===== src/rtl/tlk2711_pkg.sv =====
// tlk2711_pkg: shared scheduler state encoding, completion record type and popcount helper
package tlk2711_pkg;
  localparam int MAX_IDX_W = 4;
  localparam int MAX_BUF = 2 ** MAX_IDX_W;
  typedef enum logic [2:0] {IDLE, ARM, WAIT, POST, RECOV} state_t;
  typedef struct packed {
    logic [MAX_IDX_W-1:0] idx;
    logic [31:0]          len;
    logic [15:0]          frames;
    logic                 err;
  } done_rec_t;
  function automatic logic [MAX_IDX_W:0] popcount(input logic [MAX_BUF-1:0] v);
    popcount = '0;
    for (int i = 0; i < MAX_BUF; i++) popcount = popcount + {{MAX_IDX_W{1'b0}}, v[i]};
  endfunction
endpackage


===== src/rtl/tlk2711_buf_ring.sv =====
// tlk2711_buf_ring: base-address table, free bitmap, head pointer and registered free count
//  ports: i_cfg_* table write, i_release/i_release_idx buffer return, i_claim clears free[head],
//         i_advance steps head, o_head/o_head_free/o_head_addr head view, o_free_cnt popcount
module tlk2711_buf_ring
  import tlk2711_pkg::*;
#(
  parameter int ADDR_WIDTH = 32,
  parameter int NUM_BUF    = 4,
  parameter int IDX_W      = 2
) (
  input  logic                  clk,
  input  logic                  rst_n,
  input  logic                  i_cfg_we,
  input  logic [IDX_W-1:0]      i_cfg_idx,
  input  logic [ADDR_WIDTH-1:0] i_cfg_addr,
  input  logic                  i_release,
  input  logic [IDX_W-1:0]      i_release_idx,
  input  logic                  i_claim,
  input  logic                  i_advance,
  output logic [IDX_W-1:0]      o_head,
  output logic                  o_head_free,
  output logic [ADDR_WIDTH-1:0] o_head_addr,
  output logic [IDX_W:0]        o_free_cnt
);
  logic [ADDR_WIDTH-1:0] r_tab [NUM_BUF];
  logic [NUM_BUF-1:0]    r_free;
  logic [NUM_BUF-1:0]    w_free_nxt;
  logic [IDX_W-1:0]      r_head;
  logic [IDX_W:0]        r_cnt;
  logic                  w_unused;
  assign w_unused = ^i_cfg_addr[2:0];
  // claim is applied after release so a same-index collision leaves the buffer owned
  always_comb begin
    w_free_nxt = r_free;
    if (i_release) w_free_nxt[i_release_idx] = 1'b1;
    if (i_claim) w_free_nxt[r_head] = 1'b0;
  end
  always_ff @(posedge clk or negedge rst_n) begin
    if (!rst_n) begin
      for (int i = 0; i < NUM_BUF; i++) r_tab[i] <= '0;
      r_free <= '1;
      r_head <= '0;
      r_cnt  <= (IDX_W+1)'(NUM_BUF);
    end else begin
      if (i_cfg_we) r_tab[i_cfg_idx] <= {i_cfg_addr[ADDR_WIDTH-1:3], 3'b000};
      r_free <= w_free_nxt;
      if (i_advance) r_head <= r_head + 1'b1;
      r_cnt <= (IDX_W+1)'(popcount(MAX_BUF'(r_free)));
    end
  end
  assign o_head      = r_head;
  assign o_head_free = r_free[r_head];
  assign o_head_addr = r_tab[r_head];
  assign o_free_cnt  = r_cnt;
endmodule


===== src/rtl/tlk2711_rx_sched.sv =====
// tlk2711_rx_sched: buffer-ring scheduler arming tlk2711_rx_link and posting completion records
//  ports: i_enable run enable, i_cfg_* table write, i_release* buffer return,
//         o_rx_start/o_rx_base_addr arm link, i_rx_* packet-complete info, i_loss_interrupt,
//         o_soft_rst link reset, o_done_* valid/ready completion record, o_free_cnt, o_busy
module tlk2711_rx_sched
  import tlk2711_pkg::*;
#(
  parameter int ADDR_WIDTH = 32,
  parameter int NUM_BUF    = 4,
  parameter int IDX_W      = 2,
  parameter int TMO_W      = 24,
  parameter int RST_CYC    = 16
) (
  input  logic                  clk,
  input  logic                  rst_n,
  input  logic                  i_enable,
  input  logic                  i_cfg_we,
  input  logic [IDX_W-1:0]      i_cfg_idx,
  input  logic [ADDR_WIDTH-1:0] i_cfg_addr,
  input  logic                  i_release,
  input  logic [IDX_W-1:0]      i_release_idx,
  output logic                  o_rx_start,
  output logic [ADDR_WIDTH-1:0] o_rx_base_addr,
  input  logic                  i_rx_interrupt,
  input  logic [31:0]           i_rx_total_packet,
  input  logic [15:0]           i_rx_body_num,
  input  logic                  i_loss_interrupt,
  output logic                  o_soft_rst,
  output logic                  o_done_valid,
  input  logic                  i_done_ready,
  output logic [IDX_W-1:0]      o_done_idx,
  output logic [31:0]           o_done_len,
  output logic [15:0]           o_done_frames,
  output logic                  o_done_err,
  output logic [IDX_W:0]        o_free_cnt,
  output logic                  o_busy
);
  localparam int RC_W = $clog2(RST_CYC) + 1;
  state_t                r_state, w_next;
  logic [TMO_W-1:0]      r_wd;
  logic [RC_W-1:0]       r_rc;
  logic [ADDR_WIDTH-1:0] r_base;
  done_rec_t             r_rec;
  logic [IDX_W-1:0]      w_head;
  logic                  w_head_free;
  logic [ADDR_WIDTH-1:0] w_head_addr;
  logic                  w_unused;
  tlk2711_buf_ring #(
    .ADDR_WIDTH(ADDR_WIDTH),
    .NUM_BUF   (NUM_BUF),
    .IDX_W     (IDX_W)
  ) u_ring (
    .clk          (clk),
    .rst_n        (rst_n),
    .i_cfg_we     (i_cfg_we),
    .i_cfg_idx    (i_cfg_idx),
    .i_cfg_addr   (i_cfg_addr),
    .i_release    (i_release),
    .i_release_idx(i_release_idx),
    .i_claim      (r_state == ARM),
    .i_advance    (r_state == POST && i_done_ready),
    .o_head       (w_head),
    .o_head_free  (w_head_free),
    .o_head_addr  (w_head_addr),
    .o_free_cnt   (o_free_cnt)
  );
  // packet-complete has priority over loss/timeout in the same cycle
  always_comb begin
    w_next = r_state;
    case (r_state)
      IDLE:    w_next = (i_enable && w_head_free) ? ARM : IDLE;
      ARM:     w_next = i_loss_interrupt ? RECOV : WAIT;
      WAIT:    w_next = i_rx_interrupt ? POST : (i_loss_interrupt || &r_wd) ? RECOV : WAIT;
      RECOV:   w_next = (r_rc == RC_W'(RST_CYC - 1)) ? POST : RECOV;
      POST:    w_next = i_done_ready ? IDLE : POST;
      default: w_next = IDLE;
    endcase
  end
  always_ff @(posedge clk or negedge rst_n) begin
    if (!rst_n) begin
      r_state <= IDLE;
      r_wd    <= '0;
      r_rc    <= '0;
      r_base  <= '0;
      r_rec   <= '0;
    end else begin
      r_state <= w_next;
      r_wd    <= (r_state == WAIT) ? r_wd + 1'b1 : '0;
      r_rc    <= (r_state == RECOV) ? r_rc + 1'b1 : '0;
      // latch the address on the way into ARM so it is valid alongside o_rx_start
      if (r_state == IDLE && w_next == ARM) r_base <= w_head_addr;
      if (r_state == WAIT && i_rx_interrupt)
        r_rec <= '{idx: MAX_IDX_W'(w_head), len: i_rx_total_packet, frames: i_rx_body_num, err: 1'b0};
      else if (r_state != RECOV && w_next == RECOV)
        r_rec <= '{idx: MAX_IDX_W'(w_head), len: '0, frames: '0, err: 1'b1};
    end
  end
  assign w_unused       = ^r_rec.idx;
  assign o_rx_start     = r_state == ARM;
  assign o_rx_base_addr = r_base;
  assign o_soft_rst     = r_state == RECOV;
  assign o_done_valid   = r_state == POST;
  assign o_done_idx     = r_rec.idx[IDX_W-1:0];
  assign o_done_len     = r_rec.len;
  assign o_done_frames  = r_rec.frames;
  assign o_done_err     = r_rec.err;
  assign o_busy         = r_state != IDLE;
endmodule


===== config.mk =====
export PLATFORM = sky130hd
export DESIGN_NAME = tlk2711_rx_sched
export DESIGN_NICKNAME = d
export VERILOG_FILES = /design/src/rtl/tlk2711_pkg.sv /design/src/rtl/tlk2711_buf_ring.sv /design/src/rtl/tlk2711_rx_sched.sv
export SDC_FILE = /design/constraint.sdc
export NUM_CORES = 1
export LEC_CHECK = 0
export ABC_CLOCK_PERIOD_IN_PS = 3050
export BUFFER_PORTS_ARGS = -buffer_cell sky130_fd_sc_hd__buf_2
export CORE_MARGIN = 5
export CORE_UTILIZATION = 49
export CTS_BUF_LIST = sky130_fd_sc_hd__clkbuf_8
export DETAILED_ROUTE_END_ITERATION = 10
export HOLD_SLACK_MARGIN = 0.15
export PLACE_DENSITY = 0.71
export SETUP_SLACK_MARGIN = 0.02
export SLEW_MARGIN = 20
export SYNTH_ARGS = -nofsm -noshare
export SYNTH_HDL_FRONTEND = slang
export SYNTH_HIERARCHICAL = 1
export SYNTH_SLANG_ARGS = --single-unit

===== constraint.sdc =====
create_clock -name clk -period 3.05 [get_ports clk]
set_input_delay 0 -clock clk [delete_from_list [all_inputs] [get_ports clk]]
set_output_delay 0 -clock clk [all_outputs]
set_load 0.05 [all_outputs]

==> reports/metrics.yaml, run 1 <==
outcome: "finished, final reports clean"
final_common_cell: "dfrtp_1"
grt_max_degree: 98
hold_class: "in2reg"
fin_nets: 1049
synth-async-reset-ratio: 1.00
yosysUniqueCellTypes: 48
grt_use_total: 0.192
final_cell_mix: "dfrtp_1, buf_2, mux2_2"
wirelength_um: 22900
first_global_vias: 7030
hold_ws_ns: 0.246
worst-path-max-fanout: 8
yosysSeqAreaShare: 0.589
p_per_area_nw_per_um2: 1010
crit_path_start_kind: "register"
ys_warn_count: 6
tightestPinTransition_ns: 0.931
place_congestion: 0.771
cts_max_level: 2
area_growth_pct: 28.4
clk_latency_ns: 0.52
clk_pin_slew_ns: 0.06
drive_gt1_frac: 0.453
fp-row-count: 52
synthTopCellsByArea: "dfrtp_1, mux2_2, mux4_2"
drt-pass1-iter-count: 5
core-area_um2: 20400
critical_path_class: "reg2reg"
clock_sinks: 240
crit_chain: "ha_1, nand3_2, nor3_4, buf_4, and4_4, o21ba_2, o21ai_0, dlygate4sd3_1"
post-cts-setup-buffers: 0
ctsResizeCount: 0
crit_arrival_ns: 2.74
rr_startpoint: "r_wd[0]"
drt-initial-drc-count: 306
start_util: 0.501
die_h_um: 154
synth_area_um2: 10200
drc_errors: 0
cts_tree: "done"
synth-edff-count: 0
io_pins: 182
hold_violations: 0
finalMaxSlewViolations: 0
die_w_um: 154
regToRegEndpoint: "r_state[1]"
period_share: 0.771
timing.critical_path.from: "r_wd[0]"
yosys.area.top_type: "dfrtp_1"
ir_worst_vdd_v: 0.000521
synth.avg_cell_area_um2: 15.5
clockBufferDepth: 3
relSlewSlack: 0.378
fmax_mhz: 426
vias: 6526
finalSetupViolations: 0
vias_per_cell: 5.23
grt_pass1_wl_um: 37400
rsz0062_at_grt: "no"
crit_path_end: "r_state[1]"
r2r_slack_ns: 0.70
crit_slowest_cell: "dlygate4sd3_1"
synth_top_area_share: 0.576
crit_path_end_kind: "register"
overflow: 0
cp_data_required_time_ns: 3.44
layout_min_cycle_time_ns: 2.35
wl_per_cell_um: 18.3
die_area_um2: 23800
cts_buffers: 40
fin_worst_skew_ns: 0.0208
ant_nets: 0
portBuffers: 178
ys.flop_type: "dfrtp_1"
clockRootBuffer: "clkbuf_8"
antenna_cells: 0
setup_tns_ns: 0
syn_inst: 660
cap_viol_max_count: 0
fillCellCount: 1471
hpwl_um: 13400
antenna_found_initial: 0
cpPeakStageDelay_ns: 0.56
power_leakage_nw: 6.24
rr_worst_depth: 8
ys_seq_elements: 240
[per-layer routing]
layer | routed length [um] | GRT usage
met3 | 1560 | 0.0500
met1 | 10500 | 0.276
met4 | 221 | 0.0395
met2 | 10600 | 0.298
met5 | 0 | 0
[cells in the mapped netlist (2+ instances only)]
cell type	count
a21oi_1	4
a22o_1	48
a22oi_1	4
and2_1	2
and3_1	6
and4_1	4
buf_1	2
buf_2	12
buf_4	8
buf_6	11
clkbuf_1	7
dfrtp_1	235
dfstp_2	5
ha_1	9
inv_1	11
mux2_1	10
mux2_2	108
mux2_4	32
mux4_2	30
nand2_1	9
nand2b_1	2
nand3_1	11
nand3b_1	4
nand4_1	4
nor2_1	30
nor3_1	2
nor3b_1	2
o21ai_0	5
or3_1	3
xnor2_1	3
xor2_1	20
[worst min-delay path by stage]
stage                     startpoint                end  slack, ns  depth (start not counted)
4_1_cts            i_rx_body_num[10]  o_done_frames[10]       0.20                          3
3_5_place_dp                   rst_n   o_done_frames[0]       0.09                          1
3_3_place_gp                   rst_n   o_done_frames[0]       0.09                          1
2_1_floorplan                  rst_n         o_done_err      -0.30                          0
5_1_grt        i_rx_total_packet[15]     o_done_len[15]       0.22                          3
6_report       i_rx_total_packet[30]     o_done_len[30]       0.25                          3
[what timing repair did]
action | CTS | global route
hold endpoints to repair | 426 | 0
hold buffers | 90 | 0
endpoints found under the setup margin | 0 | 0
[cells by family (layout without fill, tap and decap cells)]
logic type,Yosys count,after routing,share of synthesized area
adder cells (fa/ha/maj),10,10,0.0130
AND/OR/NAND/NOR,87,87,0.0475
buffers and inverters,51,367,0.0313
XOR/XNOR,23,23,0.0197
flip-flops,240,240,0.589
multiplexers,181,181,0.245
other,1,3,0.000368
AO/OA/AOI/OAI,67,67,0.0544
[final cells by class]
class                           instances  area [um^2]  area share
Sequential cell                       240         6010       0.459
Multi-Input combinational cell        371         3910       0.298
Clock buffer                           53          729      0.0557
Tap cell                              270          338      0.0258
Inverter                               11         41.3     0.00315
Clock inverter                         20          115     0.00879
Timing Repair Buffer                  283         1950       0.149
[stage by stage]
stage / power (W) / area, um^2 / std cells / util / setup slack, ns
finish: 0.0132 / 13100 / 1248 / 0.643 / 0.700
global route: 0.0139 / 13100 / 1248 / 0.643 / 0.548
CTS: 0.0133 / 13100 / 1248 / 0.643 / 0.711
detailed placement: 0.0103 / 11400 / 1085 / 0.557 / 0.707
global placement: 0.0102 / 11400 / 1085 / 0.557 / 0.745
floorplan: 0.00893 / 10200 / 662 / - / 0.497
[where the power goes]
group	total, W	switching, W	internal (W)
logic	0.00566	0.00363	0.00203
clock network	0.00290	0.00125	0.00164
registers	0.00467	0.000508	0.00417
total	0.0132	0.00539	0.00784
[worst max-delay path: cells and delay by family (launching register included)]
kind	cells	cell delay, ns
AO/OA/AOI/OAI	2	0.19
adder cells (fa/ha/maj)	1	0.23
buffers and inverters	2	0.75
flip-flops	1	0.41
AND/OR/NAND/NOR	3	0.65
[registers in the layout (all words and copies together), names as in the netlist]
register,flops
u_ring/o_free_cnt,3
r_rc,5
r_wd,24
o_done_frames,16
u_ring/r_free,4
o_done_idx,2
r_state,3
o_rx_base_addr,32
o_done_len,32
u_ring/o_head,2
u_ring/r_tab,116
o_done_err,1
Note: power is estimated with default switching activity, not from simulation.
==> inputs of run 2 (changes only) <==
- ABC_CLOCK_PERIOD_IN_PS: 3050 -> 2260
- clock period: 3.05 -> 2.26 ns (I/O delays scaled with it)
==> reports/metrics.yaml, run 2 (synthesized netlist as in run 1, its figures left out) <==
fin_util: 0.645
crit_path_end_kind: "register"
sequentialPowerShare: 0.362
p_per_area_nw_per_um2: 1340
grt_use_met1: 0.261
gr-usage-met2: 0.311
area_growth_pct: 28.6
cts_buffers: 41
dp_cells: 1093
die_w_um: 154
finalMaxSlewViolations: 0
first_global_vias: 7170
placed_area_um2: 11500
hold_violations: 0
clk_pin_slew_ns: 0.06
wirelength_um: 22900
crit_path_start_kind: "register"
layout_min_cycle_time_ns: 2.07
power_frac_clock: 0.197
power_leakage_nw: 6.24
hold_class: "in2reg"
hpwl_um: 14200
tightestPinTransition_ns: 0.643
vias_per_cell: 5.27
io_pins: 182
p_int_w: 0.0103
ir_worst_vdd_v: 0.000736
worst-path-max-fanout: 6
fin_cells: 1252
use_met3: 0.0492
relSlewSlack: 0.571
fillCellCount: 1457
drive_gt1_frac: 0.452
fmax_mhz: 483
fin_nets: 1062
grt_use_total: 0.193
core-area_um2: 20400
wl_per_cell_um: 18.3
clockBufferDepth: 3
cap_viol_max_count: 0
drc_errors: 0
hold_ws_ns: 0.239
cts_tree: "done"
clk_latency_ns: 0.52
top_register: "u_ring/r_tab"
grt_max_degree: 83
grt_pass1_wl_um: 37800
cp_data_required_time_ns: 2.65
die_h_um: 154
outcome: "finished, final reports clean"
largest_reg_flops: 116
final_common_cell: "dfrtp_1"
ant_nets: 0
cts_max_level: 2
die_area_um2: 23800
drt-pass1-iter-count: 4
drt-initial-drc-count: 244
clock_sinks: 240
portBuffers: 178
finalSetupViolations: 0
place_congestion: 0.793
clockRootBuffer: "clkbuf_8"
fin_worst_skew_ns: 0.0117
pwr-share-comb: 0.440
start_util: 0.501
final_area_um2: 13100
period_share: 0.917
crit_arrival_ns: 2.46
top_usage_layer: "met2"
switchingPower_w: 0.00723
fp-row-count: 52
rsz0062_at_grt: "no"
swShare: 0.412
antenna_found_initial: 1
overflow: 0
vias: 6597
critical_path_class: "reg2reg"
final_cell_mix: "dfrtp_1, buf_2, mux2_2"
setup_tns_ns: 0
run 2: cell count changes in the layout (fill, tap and decap cells not counted), moves of 2 or more:
cell	before	now
buf_4	12	18
clkbuf_8	53	47
clkinv_2	7	1
buf_12	3	6
dlygate4sd3_1	90	93
inv_1	22	25
clkinvlp_4	0	2
run 2: layer usage:
| metal | vias up | routed length [um] |
|---|---|---|
| met4 | 0 | 493 |
| met5 | - | 0 |
| met2 | 212 | 11000 |
| met3 | 44 | 1620 |
| li1 | 3017 | - |
| met1 | 3324 | 9860 |
run 2: path summary, 6_finish.rpt:
| path | startpoint | to | slack (ns) | depth (start not counted) |
|---|---|---|---|---|
| min in group asynchronous | rst_n | o_done_frames[5] | 0.59 | 3 |
| max reg2reg | r_wd[1] | r_state[1] | 0.19 | 7 |
| min reg2reg | r_rc[0] | r_rc[0] | 0.47 | 1 |
| max | r_wd[1] | r_state[1] | 0.19 | 7 |
| min | i_rx_total_packet[1] | o_done_len[1] | 0.24 | 3 |
| max in group asynchronous | rst_n | u_ring/r_tab[121] | 0.86 | 4 |
run 2: repair_timing:
action,CTS,global route
setup endpoints to repair,0,1
resized for setup,0,3
buffers inserted,0,1
hold buffers,93,0
hold endpoints to repair,416,0
run 2: power by group through the flow:
stage	registers [W]	clock network [W]	logic, W
detailed placement	0.00642	0	0.00759
global route	0.00652	0.00380	0.00818
floorplan	0.00900	0	0.00306
CTS	0.00635	0.00359	0.00776
finish	0.00636	0.00347	0.00773
global placement	0.00638	0	0.00746
run 2: cell type report:
type	count	area, um^2	share of cell area
diodes	1	2.50	0.000191
clock inverters	17	72.6	0.00553
inverters	11	41.3	0.00315
well taps	270	338	0.0257
flip-flops and latches	240	6010	0.458
repair buffers	295	2090	0.159
clock buffers	47	647	0.0493
multi-input cells	371	3920	0.299
run 2: worst max-delay path, cell delays in order (launching register included):
cell	delay, ns
dfrtp_1	0.39
ha_2	0.23
nand3_4	0.12
nor3_4	0.15
and4_4	0.28
o21ba_2	0.13
o21ai_0	0.07
dlygate4sd3_1	0.58
run 2: per-stage QoR:
stage	setup WS (ns)	power, W
after floorplan	0.151	0.0121
after global placement	0.292	0.0138
after detailed placement	0.281	0.0140
after CTS	0.0932	0.0177
after global routing	0.0300	0.0185
final	0.188	0.0176
==> inputs of run 3 (changes only) <==
==> constraint.sdc (replaced) <==
create_clock -name clk -period 2.26 [get_ports clk]
set_input_delay 0 -clock clk [delete_from_list [all_inputs] [get_ports clk]]
set_output_delay 0 -clock clk [all_outputs]
set_load 0.02 [all_outputs]
==> reports/metrics.yaml, run 3 (synthesized netlist as in run 1, its figures left out) <==
drt-pass1-iter-count: 4
final_common_cell: "dfrtp_1"
fin_nets: 1059
grt_max_degree: 68
fillCellCount: 1452
die_h_um: 154
fp-row-count: 52
area_growth_pct: 29.5
cap_viol_max_count: 0
layout_min_cycle_time_ns: 2.14
clock_sinks: 240
place_congestion: 0.786
clockBufferDepth: 3
hold_class: "in2reg"
core-area_um2: 20400
drt-initial-drc-count: 307
cts_buffers: 41
portBuffers: 178
grt_pass1_wl_um: 37800
period_share: 0.949
finalMaxSlewViolations: 0
fmax_mhz: 466
tightestPinTransition_ns: 0.668
drc_errors: 0
hold_ws_ns: 0.202
rsz0062_at_grt: "no"
largest_reg_flops: 116
vias: 6594
antenna_cells: 0
start_util: 0.501
antenna_found_initial: 0
power.total_w: 0.0161
crit_path_end_kind: "register"
die_area_um2: 23800
io_pins: 182
wirelength_um: 22800
r2r_slack_ns: 0.12
fin_ws_ns: 0.115
hold_violations: 0
top_register: "u_ring/r_tab"
gr-usage-met2: 0.311
cp_data_required_time_ns: 2.65
multi_input_area_um2: 3910
finalSetupViolations: 0
clk_pin_slew_ns: 0.06
ant_nets: 0
die_w_um: 154
crit_arrival_ns: 2.54
power_leakage_nw: 6.29
relSlewSlack: 0.554
overflow: 0
top_usage_layer: "met2"
vias_per_cell: 5.25
clockRootBuffer: "clkbuf_8"
dp_slack_ns: 0.279
hpwl_um: 13900
fin_util: 0.649
setup_tns_ns: 0
fin_worst_skew_ns: 0.0205
cts_max_level: 2
use_met3: 0.0492
final_cell_mix: "dfrtp_1, buf_2, mux2_2"
grt_use_met1: 0.262
ir_worst_vdd_v: 0.000806
first_global_vias: 7121
grt_use_total: 0.193
critical_path_class: "reg2reg"
drive_gt1_frac: 0.455
clk_latency_ns: 0.53
cts_tree: "done"
outcome: "finished, final reports clean"
p_per_area_nw_per_um2: 1220
worst-path-max-fanout: 6
regArea_um2: 6010
wl_per_cell_um: 18.2
post-cts-setup-buffers: 0
crit_path_start_kind: "register"
## run 3: cell types whose count changed in the layout (fill, tap and decap cells not counted), moves of 2 or more
cell,delta
clkbuf_8,+8
clkinvlp_4,-2
dlygate4sd3_1,-2
inv_1,-2
## run 3: per-layer routing
metal | vias to the layer above | wire [um]
li1 | 3016 | -
met1 | 3332 | 10000
met2 | 212 | 10800
met3 | 34 | 1560
met4 | 0 | 399
met5 | - | 0
## run 3: what timing repair did
action / 4_1_cts / 5_1_grt
endpoints found under the hold margin: 426 / 0
gates resized for setup: 0 / 1
hold buffers: 91 / 0
setup endpoints to repair: 0 / 1
## run 3: final timing paths
check,start,endpoint,depth (start not counted)
min,i_cfg_idx[0],u_ring/r_tab[16],3
max reg2reg,r_wd[0],r_state[1],7
min reg2reg,r_rc[0],r_rc[0],1
min in group asynchronous,rst_n,o_done_frames[2],3
max in group asynchronous,rst_n,u_ring/r_tab[117],4
max,r_wd[0],r_state[1],7
## run 3: worst max-delay path, stage by stage, from the launching register on
cell and delay [ns]:
dfrtp_1 0.38, ha_1 0.25, nand3_4 0.13, nor3_4 0.21, and4_4 0.28, o21ba_2 0.13
o21ai_0 0.07, dlygate4sd3_1 0.58
## run 3: through the flow
step,area [um^2],std cells
finish,13200,1255
global route,13200,1255
CTS,13200,1255
detailed placement,11400,1093
global placement,11400,1093
floorplan,10200,662
## run 3: final cells by class
| type | instances | area share |
|---|---|---|
| flip-flops and latches | 240 | 0.455 |
| multi-input cells | 371 | 0.296 |
| well taps | 270 | 0.0256 |
| inverters | 11 | 0.00312 |
| repair buffers | 292 | 0.156 |
| clock inverters | 16 | 0.00710 |
| clock buffers | 55 | 0.0573 |
## run 3: where the power goes
part | switching (W) | leakage [nW] | internal (W) | total, W
Clock | 0.00167 | 0.486 | 0.00228 | 0.00394
Sequential | 0.000701 | 2.96 | 0.00562 | 0.00632
Combinational | 0.00301 | 2.85 | 0.00283 | 0.00584
Total | 0.00538 | 6.29 | 0.0107 | 0.0161
